===== src/rtl/sumador_pkg.sv =====
// Shared types and helpers for the signed accumulator.
package sumador_pkg;

    typedef enum logic [1:0] {
        OP_LOAD = 2'b00,
        OP_ADD  = 2'b01,
        OP_SUB  = 2'b10,
        OP_CLR  = 2'b11
    } op_t;

    localparam int unsigned LIMIT_W = 64;

    // Signed max (positive=1) or min (positive=0) for a given width, right-aligned in LIMIT_W bits.
    function automatic logic [LIMIT_W-1:0] sat_limit(input int unsigned width, input logic positive);
        logic [LIMIT_W-1:0] half;
        half = LIMIT_W'(1) << (width - 1);
        sat_limit = positive ? (half - LIMIT_W'(1)) : ~(half - LIMIT_W'(1));
    endfunction

endpackage


===== src/rtl/sumador_carry.sv =====
// Combinational WIDTH-bit adder with carry-in, carry-out and signed overflow.
module sumador_carry #(
    parameter int unsigned WIDTH = 4
) (
    input  logic [WIDTH-1:0] a,
    input  logic [WIDTH-1:0] b,
    input  logic             cin,
    output logic [WIDTH-1:0] sum_c,
    output logic             cout_c,
    output logic             ovf_c
);

    logic [WIDTH:0] full;

    always_comb begin
        full   = {1'b0, a} + {1'b0, b} + (WIDTH+1)'(cin);
        sum_c  = full[WIDTH-1:0];
        cout_c = full[WIDTH];
        ovf_c  = (a[WIDTH-1] == b[WIDTH-1]) && (full[WIDTH-1] != a[WIDTH-1]);
    end

endmodule


===== src/rtl/sumador_acumulador.sv =====
// Signed accumulator: LOAD/ADD/SUB/CLR with registered result, flags and op counter.
module sumador_acumulador
    import sumador_pkg::*;
#(
    parameter int unsigned WIDTH    = 4,
    parameter bit          SATURATE = 1'b0,
    parameter int unsigned CNT_W    = 8
) (
    input  logic             clk,
    input  logic             reset,
    input  logic             in_valid,
    input  op_t              op,
    input  logic [WIDTH-1:0] A,
    output logic [WIDTH-1:0] acc,
    output logic             out_valid,
    output logic             carry,
    output logic             overflow,
    output logic             zero,
    output logic             negative,
    output logic             sticky_ovf,
    output logic [CNT_W-1:0] op_count
);

    logic [WIDTH-1:0] operand_c;
    logic             cin_c;
    logic [WIDTH-1:0] sum_c;
    logic             cout_c;
    logic             ovf_c;

    logic [WIDTH-1:0] acc_n;
    logic             carry_n;
    logic             ovf_n;
    logic             sticky_n;
    logic [CNT_W-1:0] cnt_n;

    // SUB reuses the single adder as acc + ~A + 1.
    assign operand_c = (op == OP_SUB) ? ~A : A;
    assign cin_c     = (op == OP_SUB);

    sumador_carry #(.WIDTH(WIDTH)) u_carry (
        .a      (acc),
        .b      (operand_c),
        .cin    (cin_c),
        .sum_c  (sum_c),
        .cout_c (cout_c),
        .ovf_c  (ovf_c)
    );

    // Next-state decode for an accepted op.
    always_comb begin
        acc_n    = acc;
        carry_n  = carry;
        ovf_n    = overflow;
        sticky_n = sticky_ovf;
        cnt_n    = op_count;
        case (op)
            OP_LOAD: begin
                acc_n   = A;
                carry_n = 1'b0;
                ovf_n   = 1'b0;
            end
            OP_ADD, OP_SUB: begin
                carry_n = (op == OP_SUB) ? ~cout_c : cout_c;
                ovf_n   = ovf_c;
                // On overflow the true result has the sign of the old accumulator.
                if (SATURATE && ovf_c) begin
                    acc_n = WIDTH'(sat_limit(WIDTH, ~acc[WIDTH-1]));
                end else begin
                    acc_n = sum_c;
                end
            end
            default: begin
                acc_n    = '0;
                carry_n  = 1'b0;
                ovf_n    = 1'b0;
                sticky_n = 1'b0;
                cnt_n    = '0;
            end
        endcase
        if (op != OP_CLR) begin
            sticky_n = sticky_ovf | ovf_n;
            if (op_count != {CNT_W{1'b1}}) begin
                cnt_n = op_count + CNT_W'(1);
            end
        end
    end

    always_ff @(posedge clk) begin
        if (reset) begin
            acc        <= '0;
            out_valid  <= 1'b0;
            carry      <= 1'b0;
            overflow   <= 1'b0;
            zero       <= 1'b0;
            negative   <= 1'b0;
            sticky_ovf <= 1'b0;
            op_count   <= '0;
        end else begin
            out_valid <= in_valid;
            if (in_valid) begin
                acc        <= acc_n;
                carry      <= carry_n;
                overflow   <= ovf_n;
                zero       <= (acc_n == '0);
                negative   <= acc_n[WIDTH-1];
                sticky_ovf <= sticky_n;
                op_count   <= cnt_n;
            end
        end
    end

endmodule

===== config.mk =====
export PLATFORM = sky130hd
export DESIGN_NAME = sumador_acumulador
export DESIGN_NICKNAME = d
export VERILOG_FILES = /design/src/rtl/sumador_pkg.sv /design/src/rtl/sumador_carry.sv /design/src/rtl/sumador_acumulador.sv
export SDC_FILE = /design/constraint.sdc
export NUM_CORES = 1
export LEC_CHECK = 0
export CAP_MARGIN = 20
export CORE_ASPECT_RATIO = 0.8
export CORE_MARGIN = 2
export CORE_UTILIZATION = 40
export DETAILED_ROUTE_END_ITERATION = 6
export HOLD_SLACK_MARGIN = 0.05
export PLACE_DENSITY_LB_ADDON = 0.12
export SLEW_MARGIN = 20
export SYNTH_ARGS = -nofsm -noshare
export SYNTH_HDL_FRONTEND = slang
export SYNTH_HIERARCHICAL = 1
export SYNTH_SLANG_ARGS = --single-unit
export TNS_END_PERCENT = 50

===== constraint.sdc =====
create_clock -name clk -period 3.97 [get_ports clk]
set_input_delay 0.5955 -clock clk [delete_from_list [all_inputs] [get_ports clk]]
set_output_delay 0.5955 -clock clk [all_outputs]
set_load 0.01 [all_outputs]

==> metrics.md, run 1 <==
| Metric | Value |
|---|---|
| Outcome | finished, final reports clean |
| Most frequent cells in the layout | clkdlybuf4s50_1, dfxtp_1, a21oi_1 |
| GRT overflow | 0 |
| Clock Tree Root | clkbuf_4 |
| Max Cap Viol | 0 |
| Worst hold path class | reg -> reg |
| Final Wtd Congestion | 0.8351 |
| Yosys cell types | 39 |
| Clock insertion delay at the later pin of the skew report | 0.29 ns |
| Die W | 62.53 um |
| Hold Vio Cnt, Final | 0 |
| Post-DRT Antenna Nets | 0 |
| Async set-reset flop share out of synthesis | 0% |
| Max Freq | 336.5 MHz |
| Die area | around 3200 um^2 |
| Drt first pass iters | 6 |
| Clock-pin slew on the worst setup and hold paths | about 0.10 ns |
| Most common cell after layout, fill and taps aside | clkdlybuf4s50_1 |
| Hold buffer count at CTS | 0 |
| CTS HTree Levels | 1 |
| Cell taking the most area after synthesis | dfxtp_1 |
| Dpl hpwl | roughly 1900 um |
| Share of cells above drive strength 1 | 6.164% |
| Most used DFF post-synth | dfxtp_1 |
| Synth Instances | 123 |
| Critical path capture point type | flip-flop |
| Minimum clock period | 2.971 ns |
| Fin nets | 166 |
| Synthesized area | around 1100 um^2 |
| Core area | 2522 um^2 |
| Starting Density | a little over two fifths |
| Max_slew headroom | 56.33% |
| Crit start category | input pin |
| Yosys reg bits | 17 |
| Post-synthesis sequential area ratio | 31.05% |
| Critical Path Fanout Max | 6 |
| Worst slew pin tran | 0.6530 ns |
| Initial DRC Count | 34 |
| EDFF count, synth | 0 |
| RSZ-0062 raised after global routing | false |
| Worst path required time | 4.17 ns |
| Die H | just over 50 um |
| Worst setup path category | in -> reg |
| Pins Over Slew Limit | 0 |
| Syn avg cell area | 8.911 um^2 |
| DR vias/cell | 5.148 |
| Syn_nets | 142 |
| CTS Sinks | 17 |
| Initial antenna violation count | 0 |
| GRT Total Usage | around 16% |
| CTS Buf Count | 3 |
| Largest net degree at the start of global routing | 22 |
| Vias in the first global route | between 800 and 900 |
| Final Power | approximately 0.39 mW |
| Global-route wire length before repair | 4043 um |
| Maximum vdd drop | 184.0 uV |
| Site Rows | 16 |
| Cts repair resizes | 0 |
| Tcrit/Tclk final | 74.85% |
| Clock Skews | approximately 0.0026 ns |
| Leak Pwr | 0.5658 nW |
| Post-CTS setup repair buffer count | 0 |
| Fillcell total | 268 |
| Bufs on Longest Clock Path | 2 |
| Synth warnings | 6 |
| Setup violators final | 0 |
| Synth top area share | 31.05% |
| DRC Markers | 0 |
| Data arrival, critical path | 3.17 ns |
| Boundary pin count | 27 |
| Via count | 937 |
| Routed WL per cell | 12.91 um |
| Cell area power density | 280.6 nW/um^2 |
| # diodes | 0 |
| Synth area leaders | dfxtp_1, ha_1, a21oi_1 |
| Sum of negative setup slack | 0 ns |
| Area Growth Syn to Fin | 26.60% |
| I/O Buffers | 26 |
| CTS tree | yes |
| Final WL | 2349 um |
## power breakdown
| part | switching [mW] | total [mW] | leakage (nW) | internal [mW] |
|---|---|---|---|---|
| sequential | 0.00717 | 0.185 | 0.138 | 0.178 |
| combinational | 0.0519 | 0.110 | 0.410 | 0.0580 |
| clock | 0.0566 | 0.0941 | 0.0177 | 0.0375 |
## final cells by class
| type | instances | area [um^2] | share of cell area [%] |
|---|---|---|---|
| Clock inverter | 1 | 5.005 | 0.3607 |
| Timing Repair Buffer | 26 | 260.3 | 18.76 |
| Inverter | 9 | 33.78 | 2.435 |
| Sequential cell | 17 | 340.3 | 24.53 |
| Multi-Input combinational cell | 90 | 680.7 | 49.05 |
| Clock buffer | 3 | 22.52 | 1.623 |
| Tap cell | 36 | 45.04 | 3.246 |
## kinds of logic (layout without fill, tap and decap cells)
kind of cell	after synthesis	in the layout	share of synthesized area [%]
AOI/OAI and AO/OA	33	33	21.12
xor gates and xnor gates	7	7	5.594
adders and majority gates	10	10	12.79
buffers and inverters	16	39	6.849
DFF	17	17	31.05
muxes	3	3	3.196
and+or+nand+nor	37	37	19.41
## metal layers
layer | up-vias | track usage (%) | wire length [um]
li1 | 483 | - | -
met1 | 433 | 23.35 | 1291
met2 | 19 | 22.94 | 951
met3 | 2 | 5.286 | 90
met4 | 0 | 3.333 | 15
met5 | - | 0 | 0
## worst max-delay path, cell delays in order
cell,delay [ns]
clkdlybuf4s50_1,0.50
inv_1,0.08
ha_1,0.31
xor2_1,0.20
fa_1,0.43
inv_1,0.08
fa_1,0.40
inv_1,0.06
a22oi_1,0.08
o21a_1,0.22
a31o_2,0.20
## synth_stat cells (all sizes together) (2+ instances only)
library cell and instances:
xor2 5, a21o 2, dfxtp 17, nand2 6, fa 2, nor2 3, nor2b 3, nand3 7
a2111o 2, xnor2 2, clkbuf 2, mux2i 2, a21oi 14, nor3 2, nand2b 7, ha 8
nand4 3, a22o 3, inv 9, o21ai 5, buf 5, nor3b 2
## flip-flops by register name (all words and copies together), names as in the netlist
register and count:
out_valid 1, zero 1, carry 1, op_count 8, sticky_ovf 1, overflow 1, acc 4
## metrics by stage
step / cell area, um^2 / util (%) / setup slack (ns) / hold WS [ns] / std cells
2_1_floorplan: 1096 / - / 1.287 / 0.4696 / 123
3_3_place_gp: 1360 / 53.92 / 0.7361 / 0.4369 / 178
3_5_place_dp: 1360 / 53.92 / 0.6727 / 0.4469 / 178
4_1_cts: 1388 / 55.01 / 1.006 / 0.4628 / 182
5_1_grt: 1388 / 55.01 / 0.8345 / 0.4781 / 182
6_report: 1388 / 55.01 / 0.9985 / 0.4553 / 182
## final timing paths
check,slack [ns],startpoint,cells after the start,end
worst max register to register,2.02,acc[0],7,zero
worst max-delay path,1.0,op[0],11,zero
worst min register to register,0.46,sticky_ovf,2,sticky_ovf
worst min-delay path,0.46,sticky_ovf,2,sticky_ovf
(Power assumes the default switching activity.)
==> inputs of run 2 (changes only) <==
Clock period 3.97 ns to 2.7 ns, I/O delays scaled along.
==> run 2 against run 1 <==
Effect of this change:
- sequential share of layout area shrank 0.89 points
- cell count up 3.8%
- worst setup slack got worse by 0.87 ns
- clock skew is essentially flat
- critical endpoint unchanged
- clock power increased by 46%
- first-iteration DRC count is 18% higher
==> metrics.md, run 2 (same netlist as run 1, synthesis figures left out) <==
| Metric | Value |
|---|---|
| Outcome | finished, final reports clean (unchanged) |
| CTS HTree Levels | 1 (unchanged) |
| Die H | 50.82 um (unchanged) |
| Switch Pwr | 0.1715 mW (was 0.1156 mW) |
| GRT overflow | 0 (unchanged) |
| Most frequent cells in the layout | clkdlybuf4s50_1, dfxtp_1, a21oi_1 (unchanged) |
| Internal power | 0.4100 mW (was 0.2737 mW) |
| Worst setup path category | in -> reg (unchanged) |
| CTS tree | yes (unchanged) |
| Setup violators final | 0 (unchanged) |
| RSZ-0062 raised after global routing | false (unchanged) |
| Via count | 970 (was 937) |
| Site Rows | 16 (unchanged) |
| Starting Density | 43.45% (unchanged) |
| Post-DRT Antenna Nets | 0 (unchanged) |
| Drt first pass iters | 5 (was 6) |
| Bufs on Longest Clock Path | 2 (unchanged) |
| Data arrival, critical path | 2.77 ns (was 3.17 ns) |
| Area Growth Syn to Fin | 31.39% (was 26.60%) |
| Final WL | 2379 um (was 2349 um) |
| Routed WL per cell | 12.59 um (was 12.91 um) |
| Boundary pin count | 27 (unchanged) |
| Hold path start | sticky_ovf (unchanged) |
| Max Freq | between 300 and 400 MHz |
| DR vias/cell | 5.132 (was 5.148) |
| Crit path from | op[0] (unchanged) |
| GRT Total Usage | 15.93% (was 16.02%) |
| Hold Vio Cnt, Final | 0 (unchanged) |
| Initial DRC Count | 40 (was 34) |
| Crit path to | zero (unchanged) |
| Fin nets | 173 (was 166) |
| Worst hold path class | reg -> reg (unchanged) |
| Dpl hpwl | 1847 um (was 1851 um) |
| Clock-pin slew on the worst setup and hold paths | 0.10 ns (about the same) |
| Cts repair resizes | 0 (unchanged) |
| Largest register by flop count | op_count (unchanged) |
| Net Sw Frac | 29.49% (was 29.70%) |
| Post-CTS setup repair buffer count | 0 (unchanged) |
| Worst reg2reg setup slack | 0.75 ns (was 2.02 ns) |
| Flop pwr share | 46.9% (was 47.6%) |
| DRC Markers | 0 (unchanged) |
| Combinational Power Share | 29.5% (was 28.2%) |
| Clock Skews | 0.002157 ns (was 0.002576 ns) |
| Die W | 62.53 um (unchanged) |
| Cell area power density | 403.8 nW/um^2 (was 280.6 nW/um^2) |
| Crit start category | input pin (unchanged) |
| Die area | 3178 um^2 (unchanged) |
| Maximum vdd drop | 220.3 uV (was 184.0 uV) |
| CTS Buf Count | 3 (unchanged) |
| Global-route wire length before repair | 4084 um (was 4043 um) |
| Final Wtd Congestion | 0.7913 (was 0.8351) |
| Vias in the first global route | 879 (was 847) |
| Worst r2r dst | zero (unchanged) |
| Sum of negative setup slack | 0 ns (unchanged) |
| Pins Over Slew Limit | 0 (unchanged) |
| Max_slew headroom | 64.54% (was 56.33%) |
| Clock Tree Root | clkbuf_4 (unchanged) |
| Core area | 2522 um^2 (unchanged) |
| Minimum clock period | 2.573 ns |
| Critical path capture point type | flip-flop (unchanged) |
| Final Power | 0.5815 mW (was 0.3893 mW) |
| Clock power share | 23.6% (was 24.2%) |
| Largest regs | op_count (8), acc (4) (unchanged) |
| Clock insertion delay at the later pin of the skew report | 0.29 ns (about the same) |
| Worst path required time | 2.89 ns (was 4.17 ns) |
| Most common cell after layout, fill and taps aside | clkdlybuf4s50_1 (unchanged) |
| I/O Buffers | 26 (unchanged) |
| Hold buffer count at CTS | 0 (unchanged) |
| FF-to-FF path depth | 7 (unchanged) |
| Critical Path Fanout Max | 2 (was 6) |
| Max reg flops | 8 (unchanged) |
| Largest net degree at the start of global routing | 21 (was 22) |
| Initial antenna violation count | 0 (unchanged) |
| Critical R2R Launch | acc[0] (unchanged) |
| Max Cap Viol | 0 (unchanged) |
| Share of cells above drive strength 1 | 10.46% (was 6.164%) |
| # diodes | 0 (unchanged) |
| Leak Pwr | 0.5995 nW (was 0.5658 nW) |
| Worst slew pin tran | 0.5319 ns (was 0.6530 ns) |
| CTS Sinks | 17 (unchanged) |
| Tcrit/Tclk final | 95.29% |
==> run 2: layout make-up <==
| type | count | area [um^2] |
|---|---|---|
| Clock buffer | 3 | 22.52 |
| Inverter | 9 | 33.78 |
| Clock inverter | 1 | 5.005 |
| Sequential cell | 17 | 340.3 |
| Multi-Input combinational cell | 90 | 680.7 |
| Fill cell | 251 | 1082 |
| Tap cell | 36 | 45.04 |
| Timing Repair Buffer | 33 | 312.8 |
==> run 2: worst max-delay path, cell delays in order <==
cell and delay, ns:
clkdlybuf4s50_1 0.47, inv_1 0.06, ha_1 0.21, xor2_1 0.16
fa_1 0.43, inv_1 0.09, fa_1 0.40, inv_1 0.06
a22oi_1 0.08, o21a_1 0.20, a31o_2 0.20
==> run 2: worst min path at each step <==
stage                 end  slack [ns]  depth (start not counted)
3_5_place_dp   sticky_ovf        0.45                          2
5_1_grt        sticky_ovf        0.48                          2
3_3_place_gp   sticky_ovf        0.43                          2
2_1_floorplan  sticky_ovf        0.47                          2
4_1_cts        sticky_ovf        0.46                          2
6_report       sticky_ovf        0.46                          2
==> run 2: power groups by stage <==
stage	Clock, mW	Sequential (mW)	Combinational (mW)
after floorplan	0	0.282	0.102
after global placement	0	0.278	0.165
after detailed placement	0	0.279	0.171
after CTS	0.140	0.273	0.172
after global routing	0.159	0.275	0.189
final	0.137	0.273	0.171
==> run 2: per-stage QoR <==
stage	setup slack (ns)	hold WS, ns	utilization [%]	instance area (um^2)	std cells
floorplan	0.2076	0.4696	-	1096	123
global placement	-0.1426	0.4339	56.00	1413	185
detailed placement	-0.1783	0.4493	56.00	1413	185
CTS	0.1205	0.4643	57.09	1440	189
global route	0.001178	0.4830	57.09	1440	189
finish	0.1272	0.4579	57.09	1440	189
==> run 2: layer usage <==
| layer | track usage, % | share of wire (%) | up-vias |
|---|---|---|---|
| li1 | - | - | 495 |
| met1 | 22.97 | 51 | 436 |
| met2 | 24.55 | 42 | 37 |
| met3 | 4.846 | 6.4 | 2 |
| met4 | 1.111 | 0.38 | 0 |
| met5 | 0 | 0 | - |
==> inputs of run 3 (changes only) <==
Settings changed: CORE_ASPECT_RATIO 0.8 to not set.
==> run 3 against run 2 <==
Effect of this change:
- sequential cell count is the same
- clock-buffer cell count grew 1
- global-route usage grew 0.31 points
- routed wire length shrank 4.2%
- total power shrank 0.36%
- final area shrank 0.61%
- combinational power is essentially flat
- first-iteration DRC count shrank 48%
- fmax shrank 0.30%
- cell count shrank 3.2%
- sequential power is essentially flat
- core utilization shrank 0.85 points
==> metrics.md, run 3 (same netlist as run 1, synthesis figures left out) <==
| Metric | Value |
|---|---|
| Outcome | finished, final reports clean (unchanged) |
| Clock-pin slew on the worst setup and hold paths | 0.08 ns (was 0.10 ns) |
| Cts repair resizes | 0 (unchanged) |
| Share of cells above drive strength 1 | 9.804% (was 10.46%) |
| Worst reg2reg setup slack | 0.73 ns (was 0.75 ns) |
| Most common cell after layout, fill and taps aside | clkdlybuf4s50_1 (unchanged) |
| GRT Total Usage | 16.24% (was 15.93%) |
| CTS Sinks | 17 (unchanged) |
| Drt first pass iters | 4 (was 5) |
| Worst Hold Path EP | sticky_ovf (unchanged) |
| Hold buffer count at CTS | 0 (unchanged) |
| Worst hold path depth | 2 (unchanged) |
| Global-route wire length before repair | 4098 um (was 4084 um) |
| Crit start category | input pin (unchanged) |
| Clock Skews | 0.01204 ns (was 0.002157 ns) |
| Worst slew pin tran | 0.5327 ns (was 0.5319 ns) |
| Worst setup path category | in -> reg (unchanged) |
| Most frequent cells in the layout | clkdlybuf4s50_1, dfxtp_1, a21oi_1 (unchanged) |
| Max_slew headroom | 64.49% (was 64.54%) |
| Final WL | 2280 um (was 2379 um) |
| Hold Vio Cnt, Final | 0 (unchanged) |
| Most used cell, CP | inv_1 (unchanged) |
| Final Wtd Congestion | 0.7501 (was 0.7913) |
| Max Freq | 387.5 MHz (was 388.7 MHz) |
| Vias in the first global route | 865 (was 879) |
| DR vias/cell | 5.366 (was 5.132) |
| Site Rows | 18 (was 16) |
| Worst Hold Slack | 0.4448 ns (was 0.4579 ns) |
| Largest regs | op_count (8), acc (4) (unchanged) |
| Clock Tree Root | clkbuf_4 (unchanged) |
| Cell Chain, Critical Path | clkdlybuf4s50_1 > inv_1 > ha_1 > xor2_1 > fa_1 > inv_1 > fa_1 > inv_1 > a22oi_1 > o21a_1 > a31o_2 (unchanged) |
| Final Core Density | 56.24% (was 57.09%) |
| Routed wl met3 | 111 um (was 152 um) |
| Worst path required time | 2.89 ns (about the same) |
| Max Cap Viol | 0 (unchanged) |
| # diodes | 0 (unchanged) |
| Core area | 2545 um^2 (was 2522 um^2) |
| Tcrit/Tclk final | 95.57% (was 95.29%) |
| Pins Over Slew Limit | 0 (unchanged) |
| Slowest Stage Delay on Critical Path | 0.47 ns (about the same) |
| CTS HTree Levels | 1 (unchanged) |
| Slowest CP cell | clkdlybuf4s50_1 (unchanged) |
| Max reg flops | 8 (unchanged) |
| Metal2 WL | 1042 um (was 998 um) |
| Critical Path Fanout Max | 2 (unchanged) |
| DRC Markers | 0 (unchanged) |
| Largest net degree at the start of global routing | 15 (was 21) |
| Dpl hpwl | 1770 um (was 1847 um) |
| Sum of negative setup slack | 0 ns (unchanged) |
| WL met1 | 1100 um (was 1218 um) |
| Post-DRT Antenna Nets | 0 (unchanged) |
| Critical R2R Launch | acc[0] (unchanged) |
| Largest register by flop count | op_count (unchanged) |
| Clock insertion delay at the later pin of the skew report | 0.30 ns (was 0.29 ns) |
| Cell area power density | 404.8 nW/um^2 (was 403.8 nW/um^2) |
| Initial DRC Count | 21 (was 40) |
| Data arrival, critical path | 2.77 ns (about the same) |
| CTS tree | yes (unchanged) |
| Initial antenna violation count | 0 (unchanged) |
| Worst hold path class | reg -> reg (unchanged) |
| Post-CTS setup repair buffer count | 0 (unchanged) |
| Minimum clock period | 2.581 ns (was 2.573 ns) |
| Die W | 56.35 um (was 62.53 um) |
| Hold path start | sticky_ovf (unchanged) |
| CTS Buf Count | 3 (unchanged) |
| Uppermost layer routed | met4 (unchanged) |
| I/O Buffers | 26 (unchanged) |
| Die area | 3175 um^2 (was 3178 um^2) |
| Boundary pin count | 27 (unchanged) |
| Routed WL per cell | 12.46 um (was 12.59 um) |
| Maximum vdd drop | 265.8 uV (was 220.3 uV) |
| GRT overflow | 0 (unchanged) |
| Leak Pwr | 0.5968 nW (was 0.5995 nW) |
| Die H | 56.35 um (was 50.82 um) |
| Fin nets | 173 (unchanged) |
| Setup violators final | 0 (unchanged) |
| FF-to-FF path depth | 7 (unchanged) |
| Critical path capture point type | flip-flop (unchanged) |
| Worst r2r dst | zero (unchanged) |
| Bufs on Longest Clock Path | 2 (unchanged) |
| Via count | 982 (was 970) |
| Starting Density | 43.07% (was 43.45%) |
| RSZ-0062 raised after global routing | false (unchanged) |
| Area Growth Syn to Fin | 30.59% (was 31.39%) |
-- run 3: worst max path at each step --
stage | start | slack, ns | depth (start not counted) | end
floorplan | op[0] | 0.21 | 11 | zero
global placement | op[0] | -0.14 | 11 | zero
detailed placement | op[0] | -0.18 | 11 | zero
CTS | op[0] | 0.14 | 11 | zero
global route | op[0] | 0.01 | 12 | zero
finish | op[0] | 0.12 | 11 | zero
-- run 3: where the power goes --
group | internal [mW] | switching, mW | leakage [nW]
clock network | 0.0577 | 0.0798 | 0.0150
registers | 0.262 | 0.0103 | 0.138
logic | 0.0926 | 0.0770 | 0.444
total | 0.412 | 0.167 | 0.597
-- run 3: critical path, delay by kind of cell --
kind	cells	cell delay, ns
compound gates	3	0.47
buf+inv	4	0.68
xor+xnor	1	0.16
fa+ha+maj	3	1.04
-- run 3: stage by stage --
step           instance area [um^2]  power [mW]  instances  setup WS (ns)
2_1_floorplan                  1096      0.3835        123         0.2076
3_3_place_gp                   1405      0.4428        179        -0.1368
3_5_place_dp                   1405      0.4486        179        -0.1826
4_1_cts                        1431      0.5876        183         0.1388
5_1_grt                        1431      0.6181        183        0.01133
6_report                       1431      0.5794        183         0.1195
-- run 3: per-layer routing --
metal	track usage, %	vias up
met1	22.74	455
met4	5.102	0
li1	-	494
met5	0	-
met3	4.378	3
met2	24.20	30
-- run 3: cell type report --
| cell class | count | area [um^2] |
|---|---|---|
| Clock buffer | 4 | 26.28 |
| Fill cell | 252 | 1114 |
| Inverter | 9 | 33.78 |
| Multi-Input combinational cell | 90 | 680.7 |
| Sequential cell | 17 | 340.3 |
| Tap cell | 30 | 37.54 |
| Timing Repair Buffer | 33 | 312.8 |
